**config.mk**
```make
export PLATFORM = sky130hd
export DESIGN_NAME = jk_bank_ctrl_flat
export DESIGN_NICKNAME = d
export VERILOG_FILES = /design/src/rtl/jk_bank_ctrl_if.sv /design/src/rtl/jk_bank_ctrl.sv /design/src/flat_wrapper.sv
export SDC_FILE = /design/constraint.sdc
export NUM_CORES = 1
export LEC_CHECK = 0
export CAP_MARGIN = 15
export CORE_ASPECT_RATIO = 0.6
export CORE_MARGIN = 8
export CORE_UTILIZATION = 40
export CTS_CLUSTER_SIZE = 30
export DETAILED_ROUTE_END_ITERATION = 10
export GPL_ROUTABILITY_DRIVEN = 0
export GPL_TIMING_DRIVEN = 0
export PLACE_DENSITY = 0.66
export SLEW_MARGIN = 20
export SYNTH_ARGS = -nofsm -noshare
export SYNTH_HDL_FRONTEND = slang
export SYNTH_SLANG_ARGS = --single-unit
```
**constraint.sdc**
```tcl
create_clock -name clk -period 3.38 [get_ports clk]
set_clock_uncertainty 0.1 [all_clocks]
set_input_delay 0.338 -clock clk [delete_from_list [all_inputs] [get_ports clk]]
set_output_delay 0.338 -clock clk [all_outputs]
set_load 0.005 [all_outputs]
```
**src/rtl/jk_bank_ctrl_if.sv**
```systemverilog
// Command/readback bundle between requesters, the JK bank and jk_bank_ctrl.
// master = requesters plus bank side, slave = controller side.
interface jk_bank_ctrl_if #(
    parameter int WIDTH = 4
);
    logic             req0;
    logic [2:0]       op0;
    logic [WIDTH-1:0] arg0;
    logic             req1;
    logic [2:0]       op1;
    logic [WIDTH-1:0] arg1;
    logic [WIDTH-1:0] q;
    logic [WIDTH-1:0] j;
    logic [WIDTH-1:0] k;
    logic             ack0;
    logic             ack1;
    logic             err;
    logic             busy;
    logic             grant;

    modport master (
        output req0, op0, arg0, req1, op1, arg1, q,
        input  j, k, ack0, ack1, err, busy, grant
    );

    modport slave (
        input  req0, op0, arg0, req1, op1, arg1, q,
        output j, k, ack0, ack1, err, busy, grant
    );
endinterface

```
**src/rtl/jk_bank_ctrl.sv**
```systemverilog
// Two-requester sequencer for a bank of JK flip-flops: set/clear/toggle/count
// commands, readback verify, and a one-cycle ack with error flag.
module jk_bank_ctrl #(
    parameter int WIDTH = 4
) (
    input logic           clk,
    input logic           reset,
    jk_bank_ctrl_if.slave bus
);
    localparam logic [2:0] OP_NOP   = 3'd0;
    localparam logic [2:0] OP_CLEAR = 3'd1;
    localparam logic [2:0] OP_SET   = 3'd2;
    localparam logic [2:0] OP_TOG   = 3'd3;
    localparam logic [2:0] OP_COUNT = 3'd4;

    typedef enum logic [2:0] {
        S_IDLE,
        S_APPLY,
        S_COUNT,
        S_VERIFY,
        S_DONE
    } state_t;

    state_t           r_state;
    state_t           w_state_nxt;
    logic             r_grant;
    logic             r_last;
    logic [2:0]       r_op;
    logic [WIDTH-1:0] r_arg;
    logic [WIDTH-1:0] r_qsnap;
    logic [WIDTH-1:0] r_steps;
    logic             r_err;

    logic             w_any;
    logic             w_gsel;
    logic [2:0]       w_op_in;
    logic [WIDTH-1:0] w_arg_in;
    logic             w_rsvd_in;
    logic [WIDTH-1:0] w_cnt;
    logic [WIDTH-1:0] w_sum;
    logic             w_pass;
    logic [WIDTH-1:0] w_j;
    logic [WIDTH-1:0] w_k;

    // Round-robin on a tie: the side not served last wins.
    assign w_any     = bus.req0 | bus.req1;
    assign w_gsel    = (bus.req0 & bus.req1) ? ~r_last : bus.req1;
    assign w_op_in   = w_gsel ? bus.op1 : bus.op0;
    assign w_arg_in  = w_gsel ? bus.arg1 : bus.arg0;
    assign w_rsvd_in = w_op_in[2] & (|w_op_in[1:0]);
    assign w_sum     = r_qsnap + r_arg;

    always_comb begin
        w_cnt    = '0;
        w_cnt[0] = 1'b1;
        for (int i = 1; i < WIDTH; i++) begin
            w_cnt[i] = w_cnt[i-1] & bus.q[i-1];
        end
    end

    always_comb begin
        w_pass = 1'b0;
        unique case (r_op)
            OP_NOP:   w_pass = 1'b1;
            OP_CLEAR: w_pass = (bus.q & r_arg) == '0;
            OP_SET:   w_pass = (bus.q & r_arg) == r_arg;
            OP_TOG:   w_pass = ((bus.q ^ r_qsnap) & r_arg) == r_arg;
            OP_COUNT: w_pass = bus.q == w_sum;
            default:  w_pass = 1'b0;
        endcase
    end

    always_comb begin
        w_state_nxt = r_state;
        w_j         = '0;
        w_k         = '0;
        unique case (r_state)
            S_IDLE: begin
                if (w_any) begin
                    if (w_rsvd_in)
                        w_state_nxt = S_DONE;
                    else if (w_op_in == OP_COUNT)
                        w_state_nxt = (w_arg_in == '0) ? S_VERIFY : S_COUNT;
                    else
                        w_state_nxt = S_APPLY;
                end
            end
            S_APPLY: begin
                w_state_nxt = S_VERIFY;
                unique case (r_op)
                    OP_CLEAR: w_k = r_arg;
                    OP_SET:   w_j = r_arg;
                    OP_TOG: begin
                        w_j = r_arg;
                        w_k = r_arg;
                    end
                    default: ;
                endcase
            end
            S_COUNT: begin
                w_j = w_cnt;
                w_k = w_cnt;
                if (r_steps == WIDTH'(1))
                    w_state_nxt = S_VERIFY;
            end
            S_VERIFY: w_state_nxt = S_DONE;
            S_DONE:   w_state_nxt = S_IDLE;
            default:  w_state_nxt = S_IDLE;
        endcase
    end

    always_ff @(posedge clk or posedge reset) begin
        if (reset) begin
            r_state <= S_IDLE;
            r_grant <= 1'b0;
            r_last  <= 1'b1;
            r_op    <= OP_NOP;
            r_arg   <= '0;
            r_qsnap <= '0;
            r_steps <= '0;
            r_err   <= 1'b0;
        end else begin
            r_state <= w_state_nxt;
            unique case (r_state)
                S_IDLE: begin
                    if (w_any) begin
                        r_grant <= w_gsel;
                        r_op    <= w_op_in;
                        r_arg   <= w_arg_in;
                        r_qsnap <= bus.q;
                        r_steps <= w_arg_in;
                        r_err   <= w_rsvd_in;
                    end
                end
                S_COUNT:  r_steps <= r_steps - 1'b1;
                S_VERIFY: r_err <= ~w_pass;
                S_DONE:   r_last <= r_grant;
                default: ;
            endcase
        end
    end

    assign bus.j     = w_j;
    assign bus.k     = w_k;
    assign bus.ack0  = (r_state == S_DONE) & ~r_grant;
    assign bus.ack1  = (r_state == S_DONE) & r_grant;
    assign bus.err   = r_err;
    assign bus.busy  = r_state != S_IDLE;
    assign bus.grant = r_grant;
endmodule

```
**src/flat_wrapper.sv**
```systemverilog
// flat-port wrapper written by rule: the top's interface ports become plain ports
module jk_bank_ctrl_flat 
#(
    parameter int WIDTH = 4
)
  (clk, reset, bus_req0, bus_op0, bus_arg0, bus_req1, bus_op1, bus_arg1, bus_q, bus_j, bus_k, bus_ack0, bus_ack1, bus_err, bus_busy, bus_grant);
  jk_bank_ctrl_if #(.WIDTH(WIDTH)) bus_i ();
  input logic clk;
  input logic reset;
  input wire logic [$bits(bus_i.req0)-1:0] bus_req0;
  input wire logic [$bits(bus_i.op0)-1:0] bus_op0;
  input wire logic [$bits(bus_i.arg0)-1:0] bus_arg0;
  input wire logic [$bits(bus_i.req1)-1:0] bus_req1;
  input wire logic [$bits(bus_i.op1)-1:0] bus_op1;
  input wire logic [$bits(bus_i.arg1)-1:0] bus_arg1;
  input wire logic [$bits(bus_i.q)-1:0] bus_q;
  output wire logic [$bits(bus_i.j)-1:0] bus_j;
  output wire logic [$bits(bus_i.k)-1:0] bus_k;
  output wire logic [$bits(bus_i.ack0)-1:0] bus_ack0;
  output wire logic [$bits(bus_i.ack1)-1:0] bus_ack1;
  output wire logic [$bits(bus_i.err)-1:0] bus_err;
  output wire logic [$bits(bus_i.busy)-1:0] bus_busy;
  output wire logic [$bits(bus_i.grant)-1:0] bus_grant;
  assign bus_i.req0 = bus_req0;
  assign bus_i.op0 = bus_op0;
  assign bus_i.arg0 = bus_arg0;
  assign bus_i.req1 = bus_req1;
  assign bus_i.op1 = bus_op1;
  assign bus_i.arg1 = bus_arg1;
  assign bus_i.q = bus_q;
  assign bus_j = bus_i.j;
  assign bus_k = bus_i.k;
  assign bus_ack0 = bus_i.ack0;
  assign bus_ack1 = bus_i.ack1;
  assign bus_err = bus_i.err;
  assign bus_busy = bus_i.busy;
  assign bus_grant = bus_i.grant;
  jk_bank_ctrl #(.WIDTH(WIDTH)) u_core (.clk(clk), .reset(reset), .bus(bus_i));
endmodule
```
==> flow_summary.rst <==
.. list-table::
   :header-rows: 1

   * - Metric
     - Value
   * - Status
     - completed
   * - CTS Hold Buffers Added
     - 0
   * - Horizontal die dimension
     - 94.9 µm
   * - Number of antenna violations at the first check in global routing
     - 0
   * - Total Neg Setup Slack
     - 0 ps
   * - Share of post-route cells with drive strength above 1
     - 7.08%
   * - Clock network latency to the later pin of the worst-skew pair
     - 260 ps
   * - Count of cells resized by post-cts repair
     - 0
   * - Number of non-filler instances in the completed layout
     - 259
   * - Remaining design rule violation count
     - 0
   * - Pin count of the biggest net entering global routing
     - 22
   * - Mean area per synthesized cell
     - 8.49 µm²
   * - Antenna diode count
     - 0
   * - Initial Utilization
     - 41.3%
   * - Post-DRT Antenna Nets
     - 0
   * - Kind of cell adding the most delay to the critical path
     - simple AND/OR/NAND/NOR gates
   * - Most used standard cell by instance count after synthesis
     - sky130_fd_sc_hd__nand2_1
   * - Worst slew slack as a fraction of its limit
     - 45.9%
   * - Clock tree from TritonCTS
     - done
   * - Max_cap viols
     - 0
   * - Die area
     - 6010 µm²
   * - Pwr dens
     - 864 nW/µm²
   * - Placed cell count
     - 255
   * - Placement Rows
     - 17
   * - Wire length of the first global-routing pass
     - 7.02 mm
   * - Via count of the first global-routing pass
     - 1480
   * - DPL Wire Length
     - 3.39 mm
   * - Worst-path fanout max
     - 9
   * - Clock-pin slew on the worst setup and hold paths
     - 70 ps
   * - Unique cell type count in the Yosys netlist
     - 44
   * - Max stage delay on crit path
     - 560 ps
   * - Final setup violation count
     - 0
   * - Die Ht
     - 63.3 µm
   * - Crit path DAT
     - 2530 ps
   * - Register bit total from synthesis
     - 21
   * - Initial drt markers
     - 90
   * - Area of all placed cells without fillers
     - 1920 µm²
   * - Type of element capturing the critical path
     - output port
   * - Number of optimization iterations in the first detailed-route pass
     - 4
   * - Core region area
     - 3620 µm²
   * - Most used flip-flop cell after synthesis
     - sky130_fd_sc_hd__dfrtp_1
   * - Share of the core filled with cells
     - 53.0%
   * - Standard cell area after detailed placement
     - 1870 µm²
   * - Number of clock buffers inserted by TritonCTS
     - 3
   * - Post-Synthesis Cell Area
     - 1490 µm²
   * - Final Hold Viols
     - 0
   * - Global route overflow
     - 0
   * - Sequential area share after synthesis
     - 35.3%
   * - RSZ-0062 raised after global routing
     - false
   * - Tot GR Track Use
     - 14.5%
   * - YS warnings
     - 0
   * - Worst VDD drop
     - 0.380 mV
   * - Max Buffers Root-to-Sink
     - 2
   * - Crit start category
     - register
   * - Total via count in the routed design
     - 1422
   * - Number of sinks handled by clock tree synthesis
     - 21
   * - Nets
     - 241
   * - Post-synth ARST share
     - 100%
   * - Mapped Nets
     - 204
   * - Post-synth top area share
     - 33.5%
   * - Worst path cell trace
     - buf_6 > or3b_2 > nor3b_1 > a22o_1 > clkdlybuf4s50_1
   * - Clock Root Buffer
     - sky130_fd_sc_hd__clkbuf_8
   * - Slowest cell on the critical path
     - sky130_fd_sc_hd__nor3b_1
   * - # Post-CTS Setup Buffers
     - 0
   * - Min Tclk post-route
     - 2970 ps
   * - Type of the worst setup path
     - reg2out
   * - Buffers on Ports
     - 32
   * - Library cell with the largest summed area after synthesis
     - sky130_fd_sc_hd__dfrtp_1
   * - Number of enable flip-flop cells after synthesis
     - 0
   * - Worst hold path type
     - in2reg
   * - Post-Syn Instances
     - 176
   * - Max-slew violation count
     - 0
   * - Worst Hold Slack
     - 319 ps
   * - Top cell types by occurrence after synthesis
     - 29 x sky130_fd_sc_hd__nand2_1, 21 x sky130_fd_sc_hd__nor2_1, 20 x sky130_fd_sc_hd__dfrtp_1
   * - Number of buffer and inverter stages on the critical path
     - 2
   * - Static Leakage
     - 0.852 nW
   * - Slew at the pin closest to its max-slew limit
     - 811 ps
   * - WL per Instance
     - 15.9 µm
   * - Top-level port count
     - 35
   * - Data required time of the critical path
     - 2940 ps
   * - Final WL
     - 4.12 mm
   * - H-tree levels
     - 1
   * - Via-per-instance ratio
     - 5.49
   * - Ranking of synthesized cells by area
     - sky130_fd_sc_hd__dfrtp_1 34%, sky130_fd_sc_hd__nand2_1 7.3%, sky130_fd_sc_hd__nor2_1 5.3%, sky130_fd_sc_hd__ha_1 4.2%, sky130_fd_sc_hd__xnor2_1 3.5%
   * - Area added between synthesis and finish
     - 28.4%
   * - Peak Freq
     - 0.337 GHz
   * - Tcrit/Tclk final
     - 87.9%
-- layout by cell type (no fill, tap or decap), types with 3 or more instances in the layout --
master / synthesis / routed
sky130_fd_sc_hd__a21o_1: 6 / 6
sky130_fd_sc_hd__a21oi_1: 6 / 6
sky130_fd_sc_hd__a22o_1: 4 / 4
sky130_fd_sc_hd__a22oi_1: 4 / 4
sky130_fd_sc_hd__a31oi_1: 6 / 6
sky130_fd_sc_hd__buf_6: 3 / 3
sky130_fd_sc_hd__clkbuf_1: 4 / 5
sky130_fd_sc_hd__clkbuf_8: 0 / 3
sky130_fd_sc_hd__clkdlybuf4s50_1: 0 / 32
sky130_fd_sc_hd__dfrtp_1: 20 / 20
sky130_fd_sc_hd__ha_1: 5 / 5
sky130_fd_sc_hd__inv_1: 6 / 6
sky130_fd_sc_hd__mux2i_1: 5 / 5
sky130_fd_sc_hd__nand2_1: 29 / 29
sky130_fd_sc_hd__nor2_1: 21 / 21
sky130_fd_sc_hd__nor3_1: 5 / 5
sky130_fd_sc_hd__o21ai_1: 3 / 3
sky130_fd_sc_hd__xnor2_1: 6 / 6
sky130_fd_sc_hd__xor2_1: 6 / 6
-- sequential cells by signal, summed over array words and instances (netlist names) --
signal / cells
u_core.r_qsnap: 4
u_core.r_state: 3
u_core.r_steps: 4
u_core.r_op: 3
u_core.bus.grant: 1
u_core.bus.err: 1
u_core.r_last: 1
u_core.r_arg: 4
-- routing by layer --
| metal | vias up | global-route usage [%] | part of all wire, % |
|---|---|---|---|
| met5 | - | 0 | 0 |
| met4 | 0 | 4.64 | 1.4 |
| met3 | 7 | 3.19 | 5.7 |
| met2 | 45 | 25.0 | 50 |
| met1 | 685 | 17.5 | 43 |
| li1 | 685 | - | - |
-- tightest hold or removal path, cell delays in order --
cell                       delay [ps]
sky130_fd_sc_hd__clkbuf_1         170
sky130_fd_sc_hd__nand2_1           90
sky130_fd_sc_hd__nand2_1           50
-- kinds of logic (layout without fill, tap and decap cells) --
family / after synthesis / count (layout) / synth area share, %
and+or+nand+nor: 76 / 76 / 23.8
AOI/OAI and AO/OA: 39 / 39 / 18.1
DFF: 21 / 21 / 35.3
buffers and inverters: 15 / 51 / 5.44
xor gates and xnor gates: 12 / 12 / 7.04
muxes: 7 / 7 / 4.86
adders and majority gates: 6 / 6 / 5.53
-- through the flow --
step           setup slack, ps  power (mW)
2_1_floorplan             1360        1.17
3_3_place_gp               765        1.46
3_5_place_dp               695        1.50
4_1_cts                    395        1.67
5_1_grt                    240        1.81
6_report                   409        1.66
-- layout make-up --
type,count,area [µm²]
plain buffers,9,58.8
clock buffers,4,45.0
fillers,331,1700
inverters,6,22.5
multi-input cells,140,886
flip-flops and latches,21,527
well taps,47,58.8
repair buffers,32,320
-- final timing paths --
kind,startpoint,to,slack (ps),cells after the start
worst max-delay path,u_core.r_state[2],bus_j[1],410,5
worst min-delay path,bus_q[2],u_core.r_qsnap[2],320,3
worst max register to register,u_core.r_arg[0],u_core.bus.err,1140,9
worst min register to register,u_core.r_last,u_core.r_last,420,1
max in group asynchronous,reset,u_core.r_steps[2],2240,2
min in group asynchronous,reset,u_core.r_qsnap[2],430,2
-- where the power goes --
part	leakage [nW]	switching (mW)	internal, mW	total [mW]
sequential	0.253	0.160	0.380	0.540
combinational	0.576	0.469	0.488	0.956
clock	0.0228	0.0771	0.0839	0.161
Power figures use the tool's default switching activity.
